File: src/rtl/uart_tx_param_if.sv
// Host-side handshake bundle for uart_tx_param: parallel word plus valid/ready.
interface uart_tx_param_if #(
  parameter int DATA_W = 8
);
  logic [DATA_W-1:0] tx_data;
  logic              tx_valid;
  logic              tx_ready;

  // Host drives the word and its valid flag and watches ready.
  modport master (
    output tx_data,
    output tx_valid,
    input  tx_ready
  );

  // Transmitter consumes the word and reports readiness.
  modport slave (
    input  tx_data,
    input  tx_valid,
    output tx_ready
  );
endinterface

File: src/rtl/uart_tx_param.sv
// Parametrised UART transmitter: start bit, DATA_W data bits LSB first,
// optional even/odd parity bit, one or two stop bits. All outputs registered;
// the start bit is driven on the same edge that accepts the word.
module uart_tx_param #(
  parameter int DATA_W       = 8,
  parameter int CLKS_PER_BIT = 5208,
  parameter int PARITY       = 1,
  parameter int STOP_BITS    = 1
) (
  input  logic             clk,
  input  logic             rst,
  uart_tx_param_if.slave   host,
  output logic             tx,
  output logic             busy,
  output logic             tx_done
);

  // Reject illegal configurations while elaborating.
  if (DATA_W < 5 || DATA_W > 9) begin : g_bad_data_w
    $error("uart_tx_param: DATA_W must be 5..9");
  end
  if (CLKS_PER_BIT < 2) begin : g_bad_clks
    $error("uart_tx_param: CLKS_PER_BIT must be >= 2");
  end
  if (PARITY < 0 || PARITY > 2) begin : g_bad_parity
    $error("uart_tx_param: PARITY must be 0, 1 or 2");
  end
  if (STOP_BITS < 1 || STOP_BITS > 2) begin : g_bad_stop
    $error("uart_tx_param: STOP_BITS must be 1 or 2");
  end

  localparam int CNT_W = $clog2(CLKS_PER_BIT);
  localparam int BIT_W = $clog2(DATA_W);

  localparam logic [CNT_W-1:0] CNT_LAST  = CNT_W'(CLKS_PER_BIT - 1);
  localparam logic [BIT_W-1:0] DATA_LAST = BIT_W'(DATA_W - 1);
  localparam logic [BIT_W-1:0] STOP_LAST = BIT_W'(STOP_BITS - 1);

  typedef enum logic [2:0] {
    S_IDLE,
    S_START,
    S_DATA,
    S_PARITY,
    S_STOP
  } state_t;

  state_t            state_q, state_d;
  logic [CNT_W-1:0]  cnt_q, cnt_d;
  logic [BIT_W-1:0]  bit_q, bit_d;
  logic [DATA_W-1:0] shift_q, shift_d;
  logic              par_q, par_d;
  logic              tx_q, tx_d;
  logic              busy_q, busy_d;
  logic              ready_q, ready_d;
  logic              done_q, done_d;
  logic              end_of_bit;

  // Even parity is the XOR of the data bits; odd parity inverts it.
  function automatic logic parity_of(input logic [DATA_W-1:0] d);
    if (PARITY == 2) parity_of = ~(^d);
    else             parity_of = ^d;
  endfunction

  assign end_of_bit    = (cnt_q == CNT_LAST);
  assign host.tx_ready = ready_q;
  assign tx            = tx_q;
  assign busy          = busy_q;
  assign tx_done       = done_q;

  // Next-state logic; outputs are derived from the next state so they register
  // in step with it (start bit appears on the acceptance edge).
  always_comb begin
    state_d = state_q;
    cnt_d   = cnt_q;
    bit_d   = bit_q;
    shift_d = shift_q;
    par_d   = par_q;

    unique case (state_q)
      S_IDLE: begin
        if (host.tx_valid && ready_q) begin
          state_d = S_START;
          shift_d = host.tx_data;
          par_d   = parity_of(host.tx_data);
          cnt_d   = '0;
          bit_d   = '0;
        end
      end
      S_START: begin
        if (end_of_bit) begin
          state_d = S_DATA;
          cnt_d   = '0;
          bit_d   = '0;
        end else begin
          cnt_d = cnt_q + 1'b1;
        end
      end
      S_DATA: begin
        if (end_of_bit) begin
          cnt_d = '0;
          if (bit_q == DATA_LAST) begin
            bit_d   = '0;
            state_d = (PARITY != 0) ? S_PARITY : S_STOP;
          end else begin
            bit_d   = bit_q + 1'b1;
            shift_d = shift_q >> 1;
          end
        end else begin
          cnt_d = cnt_q + 1'b1;
        end
      end
      S_PARITY: begin
        if (end_of_bit) begin
          state_d = S_STOP;
          cnt_d   = '0;
          bit_d   = '0;
        end else begin
          cnt_d = cnt_q + 1'b1;
        end
      end
      S_STOP: begin
        if (end_of_bit) begin
          cnt_d = '0;
          if (bit_q == STOP_LAST) begin
            state_d = S_IDLE;
            bit_d   = '0;
          end else begin
            bit_d = bit_q + 1'b1;
          end
        end else begin
          cnt_d = cnt_q + 1'b1;
        end
      end
      default: begin
        state_d = S_IDLE;
        cnt_d   = '0;
        bit_d   = '0;
      end
    endcase

    tx_d = 1'b1;
    unique case (state_d)
      S_START:  tx_d = 1'b0;
      S_DATA:   tx_d = shift_d[0];
      S_PARITY: tx_d = par_d;
      default:  tx_d = 1'b1;
    endcase

    busy_d  = (state_d != S_IDLE);
    ready_d = (state_d == S_IDLE);
    // Pulse on the final clock of the final stop bit.
    done_d  = (state_d == S_STOP) && (cnt_d == CNT_LAST) && (bit_d == STOP_LAST);
  end

  // Control and output registers; reset forces the line idle high at once.
  always_ff @(posedge clk or posedge rst) begin
    if (rst) begin
      state_q <= S_IDLE;
      cnt_q   <= '0;
      bit_q   <= '0;
      tx_q    <= 1'b1;
      busy_q  <= 1'b0;
      ready_q <= 1'b0;
      done_q  <= 1'b0;
    end else begin
      state_q <= state_d;
      cnt_q   <= cnt_d;
      bit_q   <= bit_d;
      tx_q    <= tx_d;
      busy_q  <= busy_d;
      ready_q <= ready_d;
      done_q  <= done_d;
    end
  end

  // Data word and its parity; only meaningful once a word has been accepted.
  always_ff @(posedge clk) begin
    shift_q <= shift_d;
    par_q   <= par_d;
  end

endmodule

File: src/flat_wrapper.sv
// flat-port wrapper written by rule: the top's interface ports become plain ports
module uart_tx_param_flat 
#(
  parameter int DATA_W       = 8,
  parameter int CLKS_PER_BIT = 5208,
  parameter int PARITY       = 1,
  parameter int STOP_BITS    = 1
)
  (clk, rst, tx, busy, tx_done, host_tx_data, host_tx_valid, host_tx_ready);
  uart_tx_param_if #(.DATA_W(DATA_W)) host_i ();
  input  logic clk;
  input  logic rst;
  output logic tx;
  output logic busy;
  output logic tx_done;
  input wire logic [$bits(host_i.tx_data)-1:0] host_tx_data;
  input wire logic [$bits(host_i.tx_valid)-1:0] host_tx_valid;
  output wire logic [$bits(host_i.tx_ready)-1:0] host_tx_ready;
  assign host_i.tx_data = host_tx_data;
  assign host_i.tx_valid = host_tx_valid;
  assign host_tx_ready = host_i.tx_ready;
  uart_tx_param #(.DATA_W(DATA_W), .CLKS_PER_BIT(CLKS_PER_BIT), .PARITY(PARITY), .STOP_BITS(STOP_BITS)) u_core (.clk(clk), .rst(rst), .host(host_i), .tx(tx), .busy(busy), .tx_done(tx_done));
endmodule
File: config.mk
export PLATFORM = sky130hd
export DESIGN_NAME = uart_tx_param_flat
export DESIGN_NICKNAME = d
export VERILOG_FILES = /design/src/rtl/uart_tx_param_if.sv /design/src/rtl/uart_tx_param.sv /design/src/flat_wrapper.sv
export SDC_FILE = /design/constraint.sdc
export NUM_CORES = 1
export LEC_CHECK = 0
export BUFFER_PORTS_ARGS = -buffer_cell sky130_fd_sc_hd__buf_2
export CAP_MARGIN = 20
export CORE_UTILIZATION = 25
export DETAILED_ROUTE_END_ITERATION = 8
export GPL_TIMING_DRIVEN = 0
export HOLD_SLACK_MARGIN = 0.1
export PLACE_DENSITY_LB_ADDON = 0.08
export RECOVER_POWER = 50
export SLEW_MARGIN = 0
export SYNTH_ARGS = -nofsm -noshare
export SYNTH_HDL_FRONTEND = slang
export SYNTH_SLANG_ARGS = --single-unit
File: constraint.sdc
create_clock -name clk -period 7.3 [get_ports clk]
set_input_delay 1.46 -clock clk [delete_from_list [all_inputs] [get_ports clk]]
set_output_delay 1.46 -clock clk [all_outputs]
set_load 0.02 [all_outputs]
After elaboration in Yosys (flattened, before gate mapping)
Index checks and enable logic that the tools add are counted.
W data, S select, Z words.
Storage, ports and cells
  register bits after elaboration: 32
  logic and storage cells: 64
  output and inout bits: 4
  bits of input ports: 11
Cells by class
  mux-type cells: 25
  reductions and logical operators: 13
  add/sub/neg operators: 2
  equal/unequal tests: 14
Operators by type and width (number)
  $mux W3: 13
  $eq A13 B13 Y1 const B: 2
  $mux W13: 2
  $pmux W13 S2: 1
  $mux W8: 3
  $pmux W8 S2: 1
  $pmux W3 S5: 1
  $add A13 B1 Y13 const B: 1
  $eq A3 B2 Y1 const B: 4
  $logic_not A3 Y1: 4
  $pmux W3 S4: 1
  $eq A3 B3 Y1 const B: 3
  $reduce_xor A8 Y1: 1
  $eq A3 B1 Y1 const B: 2
  $ne A2 B1 Y1 const B: 2
  $reduce_and A4 Y1: 1
  $reduce_or A4 Y1: 1
  $add A3 B1 Y3 const B: 1
  $logic_and A1 B1 Y1: 3
  $pmux W1 S3: 1
  $reduce_bool A3 Y1: 1
  $mux W1: 2
  $ne A2 B2 Y1 const B: 1
  $reduce_bool A2 Y1: 1
  $reduce_or A2 Y1: 1

Longest topological paths before layout
Gate-level depths: netlist of run 1.
  depth in word-level cells: 7
  depth in mapped cells: 8
  gate-level depth less buffers: 8

Least setup slack after synthesis of run 1
No wires, ideal clock.
  path type: input port to flip-flop
  start: input port host_tx_valid
  end: register u_core.done_q (netlist: u_core.tx_done)
  slack: 3.962 ns
  arrival time: 3.243 ns
  library setup time: 0.095 ns
  stages: 6
  required time: 7.205 ns
  buffers on the path: 0
  path through: a2111oi_0 > and3_1 > a31oi_1 > a211oi_1 > or4b_1 > nor4b_2
Between the ends
  cells in the longest elaborated chain, start to end: 6
  elaborated cells on any way between the ends: 12
  those cells by class: eq/ne (2); mux (6); reduce/logical (4)
RTL lines
  start, declared: line flat_wrapper.sv:17  | input wire logic [$bits(host_i.tx_valid)-1:0] host_tx_valid;
  $logic_and A1 B1 Y1 (*): line uart_tx_param.sv:81  | if (host.tx_valid && ready_q) begin
  $mux W13 or $mux W3 (tied branches): line uart_tx_param.sv:81
  $pmux W13 S2 or $pmux W3 S5 (tied branches): line uart_tx_param.sv:79  | unique case (state_q)
  $eq A13 B13 Y1 or $eq A3 B3 Y1 (tied branches): line uart_tx_param.sv:152  | done_d = (state_d == S_STOP) && (cnt_d == CNT_LAST) && (bit_d == STOP_LAST);
  $logic_and A1 B1 Y1: line uart_tx_param.sv:152
  $logic_and A1 B1 Y1 (*): line uart_tx_param.sv:152
  via u_core.done_d: line uart_tx_param.sv:55  | logic done_q, done_d;
  end signal, assigned: line uart_tx_param.sv:172  | done_q <= done_d;
  end, declared: line uart_tx_param.sv:55
The timed path passes the listed nets; every way through them passes the cells marked *.
A chain may end at the register's enable or synchronous reset.

Worst setup path after layout of run 1
Same ends and word-level chain as after synthesis.

==> flow_metrics.py, run 1 <==
metrics = {
    "placement": {
        "io_buffers": 14,
        "detailedPlacementHpwl_um": 3396,
        "gp_congestion": 0.7806,
    },
    "drt": {
        "drtAntennaViolNets": 0,
        "firstDrtPassIters": 4,
        "detailroute.wirelength.met3_um": 180,
        "wl_met2_um": 2073,
        "routed.top_layer": "met4",
        "detailroute.via_count": 1590,
        "wire_per_inst_um": 15.16,
        "drt_first_iter_violations": 89,
        "wirelength_met1_um": 2481,
        "finalWirelength_um": 4791,
        "drt-vias-per-instance": 5.032,
        "drcViolationCount": 0,
    },
    "synthesis": {
        "post-synth-top-area-cell": "dfrtp_1",
        "synth_seq_cells": 32,
        "synthDominantCellAreaShare_pct": 29.75,
        "postSynth.topFlopCell": "dfrtp_1",
        "synthesis.yosys.warnings": 0,
        "post_synth_design_cell_area_um2": 1851,
        "ys_seq_area_share_pct": 44.69,
        "synth.avg_cell_area_um2": 9.441,
        "synth_cells": 196,
        "ys_async_sr_fraction_pct": 71.88,
        "synth_enable_flop_cells": 7,
        "synth_cell_types": 47,
        "syn_nets": 211,
        "ys_top_cells_by_area": "dfrtp_1 (30%), edfxtp_1 (11%), o21ai_0 (5.7%)",
    },
    "clocking": {
        "tritoncts": "built",
        "clk_latency_ps": 290,
        "h-tree-depth": 2,
        "clock_root_buffer_master": "clkbuf_8",
        "ctsResizeCount": 0,
        "post-cts-setup-buffers": 0,
        "cts-hold-fix-buffers": 0,
        "clock-sinks": 32,
        "clk_transition_reported_paths_ps": 80,
        "tritoncts.num_buffers": 5,
        "max-clock-path-buffers": 2,
    },
    "sta": {
        "worst_pin_slew_ps": 1092,
        "fin_tns_setup_ps": 0,
        "final_hold_viol_count": 0,
        "final.period_utilization_pct": 46.93,
        "pins_over_slew_limit": 0,
        "maxSlewHeadroom_pct": 27.21,
        "achievable-frequency_mhz": 291.9,
        "finalSetupViolCount": 0,
        "rsz0062_at_grt": "false",
        "fin_crit_ps": 3426,
        "timing.clock.skew_ps": 13.27,
    },
    "setup_path": {
        "setup.worst_path.class": "input pin to flop",
        "cp.required_ps": 7500,
        "rrSetupSlack_ps": 4260,
        "critical_path_peak_fanout": 4,
        "cp.arrival_ps": 3620,
        "start_kind": "input pin",
        "worst_setup_path_end_kind": "flop",
        "timing.reg2reg.worst_path_depth": 7,
    },
    "floorplan": {
        "floorplan.die_area_um2": 7750,
        "num_io_pins": 15,
        "std_cell_rows": 30,
        "floorplan.core_area_um2": 6982,
        "fp.dieW_um": 88.04,
        "floorplan.initialDensity_pct": 26.51,
        "die_span_in_y_um": 88.04,
    },
    "finish": {
        "fill_cell_total_of_the_finished_layout": 763,
        "mostFrequentLayoutCell": "dfrtp_1",
        "num_antenna_cells": 0,
        "syn_to_final_growth_pct": 14.81,
        "num-nets-final": 234,
        "drive_gt1_share_pct": 11.36,
        "share_of_the_core_filled_with_cells_in_the_final_layout_pct": 30.43,
        "layout.cells.most_common_list": "dfrtp_1 (22), o21ai_0 (21), nand2_1 (15)",
    },
    "grt": {
        "overflow": 0,
        "grt_antenna_before_repair": 0,
        "grt_start_max_net_pins": 24,
        "grt.total_usage_pct": 14.21,
        "grt_pass1_wl_um": 8162,
        "vias_in_the_first_global_route": 1596,
    },
    "power_and_ir_drop": {
        "power_leakage_nw": 0.8405,
        "ir_drop_mv": 0.05437,
        "fin_total_pwr_uw": 511.9,
        "power.density_nw_per_um2": 241.0,
    },
    "run_status": {
        "outcome": "finished, final reports clean",
    },
    "worst_hold_path": {
        "worstHoldPathCells": 2,
        "hp-class": "flop to flop",
    },
    "flow_run": {
        "max_cap_viols": 0,
    },
}
-- cell type report --
class	instances	area, µm²	share of cell area (%)
clock buffer	7	76.32	3.592
clock inverter	1	3.754	0.1767
multi-input combinational	147	957.2	45.05
sequential	32	827.0	38.93
tap	96	120.1	5.654
inverter	9	33.78	1.590
buffer	8	32.53	1.531
timing repair buffer	16	73.82	3.475
-- Yosys cell counts (2+ instances only) --
cell type	count
dfrtp_1	22
o21ai_0	21
nand2_1	15
nand3_1	12
nor2_1	10
inv_1	9
xnor2_1	9
a22o_1	7
edfxtp_1	7
a21oi_1	6
and3_1	6
clkbuf_1	6
nor3_1	5
nor4_1	5
a21o_1	4
ha_1	4
nand2b_1	3
o31ai_1	3
a2111oi_0	2
a311oi_1	2
a31oi_1	2
and2_0	2
and2_1	2
buf_2	2
dfxtp_1	2
nand4_1	2
nand4b_1	2
nor4b_2	2
o21a_1	2
o22ai_1	2
or3_1	2
-- cell families (layout without fill, tap and decap cells) --
family	after synthesis	count (layout)	synth area share (%)
buf+inv	17	41	3.583
compound gates	57	57	20.49
flops	32	32	44.69
simple gates	76	76	23.80
xor+xnor	10	10	4.733
fa+ha+maj	4	4	2.705
-- final timing paths --
check | startpoint | to
worst max-delay path | host_tx_valid | u_core.tx_done$_DFF_PP0_
worst min-delay path | u_core.par_q$_DFF_P_ | u_core.par_q$_DFF_P_
worst max register to register | u_core.cnt_q[0]$_DFF_PP0_ | u_core.tx_done$_DFF_PP0_
worst min register to register | u_core.par_q$_DFF_P_ | u_core.par_q$_DFF_P_
max in group asynchronous | rst | u_core.cnt_q[12]$_DFF_PP0_
min in group asynchronous | rst | u_core.bit_q[2]$_DFF_PP0_
-- report_power, final --
group	total, mW	switching [mW]	internal, mW
Combinational	0.141	0.0813	0.0601
Clock	0.134	0.0678	0.0664
Sequential	0.236	0.0262	0.210
-- state kept, by name, summed over array words and instances (netlist names) --
| name | count |
|---|---|
| u_core.tx_done | 1 |
| u_core.cnt_q | 13 |
| u_core.state_q | 3 |
| u_core.bit_q | 3 |
| u_core.busy | 1 |
| u_core.shift_q | 8 |
| u_core.host.tx_ready | 1 |
| u_core.tx | 1 |
| u_core.par_q | 1 |
-- stage by stage --
step	hold slack [ps]	setup WS, ps	cells	cell area [µm²]
2_1_floorplan	456.9	3962	196	1851
3_3_place_gp	485.7	3068	306	2041
3_5_place_dp	479.9	3534	307	2044
4_1_cts	499.6	3814	315	2125
5_1_grt	537.0	3589	316	2125
6_report	500.1	3874	316	2125
-- critical path, cell delays in order --
cell and delay, ps:
clkbuf_1 120, a2111oi_0 580, buf_1 240, and3_1 180, a31oi_1 40, a211oi_1 190, or4b_1 500, nor4b_2 310
-- routing by layer --
metal,vias up,track usage (%)
met5,-,0
met4,0,5.572
met3,5,2.828
met2,35,21.00
met1,770,20.29
li1,780,-
No activity file was read; power rests on OpenSTA's default activity.
==> run 2, diff against run 1 <==
==> constraint.sdc (replaced) <==
create_clock -name clk -period 2.9 [get_ports clk]
set_input_delay 0.58 -clock clk [delete_from_list [all_inputs] [get_ports clk]]
set_output_delay 0.58 -clock clk [all_outputs]
set_load 0.02 [all_outputs]
==> flow_metrics.py, run 2 (synthesized netlist as in run 1, its figures left out) <==
metrics = {
    "grt": {
        "vias_in_the_first_global_route": 1590,
        "grt_pass1_wl_um": 8169,
        "grt.total_usage_pct": 14.23,
        "grt_antenna_before_repair": 0,
        "grt_start_max_net_pins": 24,
        "overflow": 0,
    },
    "setup_path": {
        "critical_path_peak_fanout": 9,
        "critical-path-max-stage-delay_ps": 590,
        "cp.required_ps": 3090,
        "r2r_start": "u_core.cnt_q[5]$_DFF_PP0_",
        "start_kind": "flop",
        "path_cells": "or4b_4, or3_1, buf_6, a31oi_2, o22ai_2, or4b_4, nor4b_4",
        "rrSetupSlack_ps": 80,
        "timing.reg2reg.worst_path_depth": 7,
        "setup.worst_path.class": "flop to flop",
        "timing.critical_path.mode_cell": "or4b_4",
        "timing.critical_path.slowest_stage_cell": "or4b_4",
        "worst_setup_path_end_kind": "flop",
        "rr_endpoint": "u_core.tx_done$_DFF_PP0_",
        "cp.arrival_ps": 3010,
    },
    "sta": {
        "achievable-frequency_mhz": 355.2,
        "worst_pin_slew_ps": 1072,
        "pins_over_slew_limit": 0,
        "fin_worst_hold_slack_ps": 192.4,
        "finalSetupViolCount": 0,
        "fin_crit_ps": 2815,
        "maxSlewHeadroom_pct": 28.51,
        "final.period_utilization_pct": 97.08,
        "timing.clock.skew_ps": 8.425,
        "final_hold_viol_count": 0,
    },
    "finish": {
        "finalNonFillerCells": 319,
        "largestRegisters": "u_core.cnt_q (13), u_core.shift_q (8)",
        "registers.top_by_ff_count": "u_core.cnt_q",
        "largest_register_ffs": 13,
        "syn_to_final_growth_pct": 21.03,
        "layout.cells.most_common_list": "o21ai_0 (21), dfrtp_1 (21), nand2_1 (15)",
        "drive_gt1_share_pct": 16.14,
        "num-nets-final": 237,
        "fill_cell_total_of_the_finished_layout": 755,
        "num_antenna_cells": 0,
    },
    "power_and_ir_drop": {
        "intPower_uw": 861.8,
        "power.density_nw_per_um2": 588.6,
        "clockPowerShare_pct": 25.2,
        "ir_drop_mv": 0.1381,
        "seq_power_share_pct": 46.3,
        "pwr-share-comb_pct": 28.5,
        "power_leakage_nw": 0.8971,
        "power.switching_uw": 456.3,
        "power_switching_share_pct": 34.62,
        "fin_total_pwr_mw": 1.318,
    },
    "clocking": {
        "max-clock-path-buffers": 2,
        "clock_root_buffer_master": "clkbuf_8",
        "cts-hold-fix-buffers": 0,
        "clock-sinks": 32,
        "tritoncts": "built",
        "clk_transition_reported_paths_ps": 70,
        "h-tree-depth": 2,
        "tritoncts.num_buffers": 5,
        "clk_latency_ps": 280,
    },
    "floorplan": {
        "floorplan.core_area_um2": 6982,
        "fp.dieW_um": 88.04,
        "floorplan.die_area_um2": 7750,
        "floorplan.initialDensity_pct": 26.51,
        "die_span_in_y_um": 88.04,
        "num_io_pins": 15,
        "std_cell_rows": 30,
    },
    "drt": {
        "drt-vias-per-instance": 5.019,
        "finalWirelength_um": 4867,
        "drcViolationCount": 0,
        "detailroute.via_count": 1601,
        "firstDrtPassIters": 4,
        "drt_first_iter_violations": 79,
        "drtAntennaViolNets": 0,
        "wire_per_inst_um": 15.26,
    },
    "placement": {
        "post-place-cells": 307,
        "detailedPlacementHpwl_um": 3396,
        "io_buffers": 14,
        "gp_congestion": 0.7806,
    },
    "worst_hold_path": {
        "hp-class": "input pin to asynchronous set/reset pin",
    },
    "run_status": {
        "outcome": "finished, final reports clean",
    },
    "flow_run": {
        "max_cap_viols": 0,
    },
}
[run 2: worst max-delay path by stage]
stage | startpoint | end | depth (start not counted)
detailed placement | u_core.cnt_q[3]$_DFF_PP0_ | u_core.tx_done$_DFF_PP0_ | 7
global route | u_core.cnt_q[3]$_DFF_PP0_ | u_core.tx_done$_DFF_PP0_ | 7
global placement | host_tx_valid | u_core.tx_done$_DFF_PP0_ | 7
CTS | u_core.cnt_q[3]$_DFF_PP0_ | u_core.tx_done$_DFF_PP0_ | 8
finish | u_core.cnt_q[5]$_DFF_PP0_ | u_core.tx_done$_DFF_PP0_ | 7
floorplan | u_core.cnt_q[3]$_DFF_PP0_ | u_core.tx_done$_DFF_PP0_ | 8
[run 2: routing by layer]
layer,up-vias,GRT usage (%),share of wire (%)
met5,-,0,0
met4,0,5.279,0.60
met3,2,2.828,4.1
met2,35,21.21,45
met1,772,20.31,50
li1,792,-,-
[run 2: layout make-up]
type | instances | area (µm²) | area share (%)
Multi-Input combinational cell | 147 | 1041 | 46.48
Sequential cell | 32 | 828.3 | 36.98
Tap cell | 96 | 120.1 | 5.363
Timing Repair Buffer | 20 | 102.6 | 4.581
Clock buffer | 7 | 76.32 | 3.408
Buffer | 7 | 33.78 | 1.508
Inverter | 9 | 33.78 | 1.508
Clock inverter | 1 | 3.754 | 0.1676
[run 2: power groups by stage]
stage / Combinational [mW] / Sequential [mW] / Clock (mW)
2_1_floorplan: 0.267 / 0.587 / 0
3_3_place_gp: 0.362 / 0.601 / 0
3_5_place_dp: 0.357 / 0.602 / 0
4_1_cts: 0.372 / 0.594 / 0.347
5_1_grt: 0.426 / 0.622 / 0.371
6_report: 0.375 / 0.611 / 0.332
[run 2: timing repair]
item | CTS | global route
setup buffers | 0 | 4
resized for setup | 3 | 14
endpoints found under the setup margin | 2 | 2
pin swaps | 1 | 3
[run 2: critical path, delay by kind of cell (launching register included)]
family,cells,cell delay (ps)
AND/OR/NAND/NOR,4,1820
flip-flops,1,440
AO/OA/AOI/OAI,2,290
buffers and inverters,1,160
[run 2: per-stage QoR]
step / util (%) / instance area [µm²] / TNS, ps / setup WS [ps]
after floorplan: - / 1851 / 0 / 274.7
after global placement: 29.23 / 2041 / -529.9 / -452.3
after detailed placement: 29.28 / 2044 / -182.7 / -91.85
after CTS: 30.88 / 2156 / 0 / 29.56
after global routing: 32.08 / 2240 / -7.489 / -7.489
final: 32.08 / 2240 / 0 / 84.78
==> run 3, diff against run 2 <==
--- a/config.mk
+++ b/config.mk
@@ -5,10 +5,10 @@
 export SDC_FILE = /design/constraint.sdc
 export NUM_CORES = 1
 export LEC_CHECK = 0
-export BUFFER_PORTS_ARGS = -buffer_cell sky130_fd_sc_hd__buf_2
 export CAP_MARGIN = 20
 export CORE_UTILIZATION = 25
 export DETAILED_ROUTE_END_ITERATION = 8
+export DONT_BUFFER_PORTS = 1
 export GPL_TIMING_DRIVEN = 0
 export HOLD_SLACK_MARGIN = 0.1
 export PLACE_DENSITY_LB_ADDON = 0.08
==> flow_metrics.py, run 3 (synthesized netlist as in run 1, its figures left out) <==
metrics = {
    "run_status": {
        "outcome": "finished, final reports clean",
    },
    "worst_hold_path": {
        "hp-class": "flop to flop",
        "timing.hold.worst.start": "u_core.par_q$_DFF_P_",
        "worstHoldPathCells": 2,
        "worstHoldEndpoint": "u_core.par_q$_DFF_P_",
    },
    "grt": {
        "grt_antenna_before_repair": 0,
        "overflow": 0,
        "grt.total_usage_pct": 13.83,
        "grt_pass1_wl_um": 7935,
        "grt_start_max_net_pins": 24,
        "vias_in_the_first_global_route": 1513,
    },
    "drt": {
        "drcViolationCount": 0,
        "drtAntennaViolNets": 0,
        "wire_per_inst_um": 15.55,
        "drt-vias-per-instance": 5.058,
        "firstDrtPassIters": 4,
        "detailroute.via_count": 1558,
        "drt_first_iter_violations": 104,
        "finalWirelength_um": 4789,
    },
    "finish": {
        "num-nets-final": 226,
        "num_antenna_cells": 0,
        "finalNonFillerCells": 308,
        "syn_to_final_growth_pct": 20.49,
        "largest_register_ffs": 13,
        "registers.top_by_ff_count": "u_core.cnt_q",
        "mostFrequentLayoutCell": "dfrtp_1",
        "layout.cells.most_common_list": "dfrtp_1 (22), o21ai_0 (21), nand2_1 (15)",
        "drive_gt1_share_pct": 13.21,
        "largestRegisters": "u_core.cnt_q (13), u_core.shift_q (8)",
    },
    "clocking": {
        "clk_latency_ps": 290,
        "tritoncts.num_buffers": 5,
        "clk_transition_reported_paths_ps": 80,
        "clock_root_buffer_master": "clkbuf_8",
        "h-tree-depth": 2,
        "clock-sinks": 32,
        "tritoncts": "built",
        "max-clock-path-buffers": 2,
    },
    "placement": {
        "post-place-cells": 293,
        "detailedPlacementHpwl_um": 3390,
        "gp_congestion": 0.7847,
        "place_worst_setup_slack_ps": -82.05,
        "io_buffers": 0,
    },
    "sta": {
        "final.period_utilization_pct": 96.95,
        "pins_over_slew_limit": 0,
        "fin_crit_ps": 2812,
        "maxSlewHeadroom_pct": 24.44,
        "timing.clock.skew_ps": 10.62,
        "final_hold_viol_count": 0,
        "fin_worst_hold_slack_ps": 497.0,
        "finalSetupViolCount": 0,
        "worst_pin_slew_ps": 1133,
        "achievable-frequency_mhz": 355.7,
        "timing.final.ws_setup_ps": 88.39,
    },
    "setup_path": {
        "r2r_start": "u_core.cnt_q[3]$_DFF_PP0_",
        "critical-path-max-stage-delay_ps": 540,
        "cp.required_ps": 3090,
        "rrSetupSlack_ps": 90,
        "worst_setup_path_end_kind": "flop",
        "cp.arrival_ps": 3010,
        "timing.critical_path.from": "u_core.cnt_q[3]$_DFF_PP0_",
        "critical_path_peak_fanout": 9,
        "timing.critical_path.slowest_stage_cell": "or4b_4",
        "timing.reg2reg.worst_path_depth": 8,
        "setup.worst_path.class": "flop to flop",
        "start_kind": "flop",
        "rr_endpoint": "u_core.tx_done$_DFF_PP0_",
        "timing.critical_path.mode_cell": "or4b_4",
        "path_cells": "buf_2, or4b_4, or3_4, buf_6, a311oi_2, a21oi_1, or4b_4, nor4b_2",
    },
    "floorplan": {
        "floorplan.initialDensity_pct": 26.51,
        "die_span_in_y_um": 88.04,
        "std_cell_rows": 30,
        "floorplan.core_area_um2": 6982,
        "num_io_pins": 15,
        "floorplan.die_area_um2": 7750,
        "fp.dieW_um": 88.04,
    },
    "power_and_ir_drop": {
        "ir_drop_mv": 0.1739,
        "power_leakage_nw": 0.8745,
        "power.density_nw_per_um2": 646.2,
    },
    "flow_run": {
        "max_cap_viols": 0,
    },
}
## run 3: cell count changes in the layout (fill, tap and decap cells not counted), sizes merged
| cell | before | now |
|---|---|---|
| buf | 16 | 8 |
| clkbuf | 18 | 14 |
| bufinv | 0 | 1 |
| clkinv | 1 | 0 |
| dlygate4sd3 | 0 | 1 |
## run 3: layout make-up
cell class,count,area (µm²)
clock inverter,1,30.03
multi-input combinational,147,1028
sequential,32,827.0
buffer,8,38.79
clock buffer,7,96.34
tap,96,120.1
fill,759,4752
timing repair buffer,8,55.05
inverter,9,33.78
## run 3: timing repair
item | 4_1_cts | 5_1_grt
buffers inserted | 0 | 5
pin swaps | 0 | 1
endpoints found under the setup margin | 2 | 2
hold buffers | 0 | 1
resized for setup | 3 | 10
endpoints found under the hold margin | 0 | 2
## run 3: report_power, final
group / internal [mW] / switching, mW / leakage, nW / total, mW
clock: 0.303 / 0.176 / 0.0645 / 0.479
sequential: 0.528 / 0.0684 / 0.377 / 0.597
combinational: 0.159 / 0.205 / 0.433 / 0.365
total: 0.991 / 0.450 / 0.875 / 1.44
## run 3: critical path, delay by kind of cell, from the launching register on
kind                   cells  cell delay, ps
buffers and inverters      2             330
and+or+nand+nor            4            1730
DFF                        1             360
AOI/OAI and AO/OA          2             320
## run 3: per-stage QoR
step                      util, %  total power [mW]  cell area [µm²]  TNS, ps
after floorplan                 -            0.8541             1851        0
after global placement      28.23            0.9455             1971   -454.8
after detailed placement    28.28            0.9413             1974   -146.6
after CTS                   30.54             1.441             2132        0
after global routing        31.94             1.538             2230   -3.938
final                       31.94             1.441             2230        0
## run 3: how the worst max path moves through the flow
stage | to | cells past startpoint
floorplan | u_core.tx_done$_DFF_PP0_ | 8
global placement | u_core.tx_done$_DFF_PP0_ | 6
detailed placement | u_core.tx$_DFF_PP1_ | 8
CTS | u_core.tx_done$_DFF_PP0_ | 8
global route | u_core.tx_done$_DFF_PP0_ | 8
finish | u_core.tx_done$_DFF_PP0_ | 8
## run 3: metal layers
metal	up-vias	track usage (%)	wire [µm]
met1	750	19.30	2398
li1	769	-	-
met2	30	20.37	2126
met5	-	0	0
met3	9	3.110	156
met4	0	6.158	107
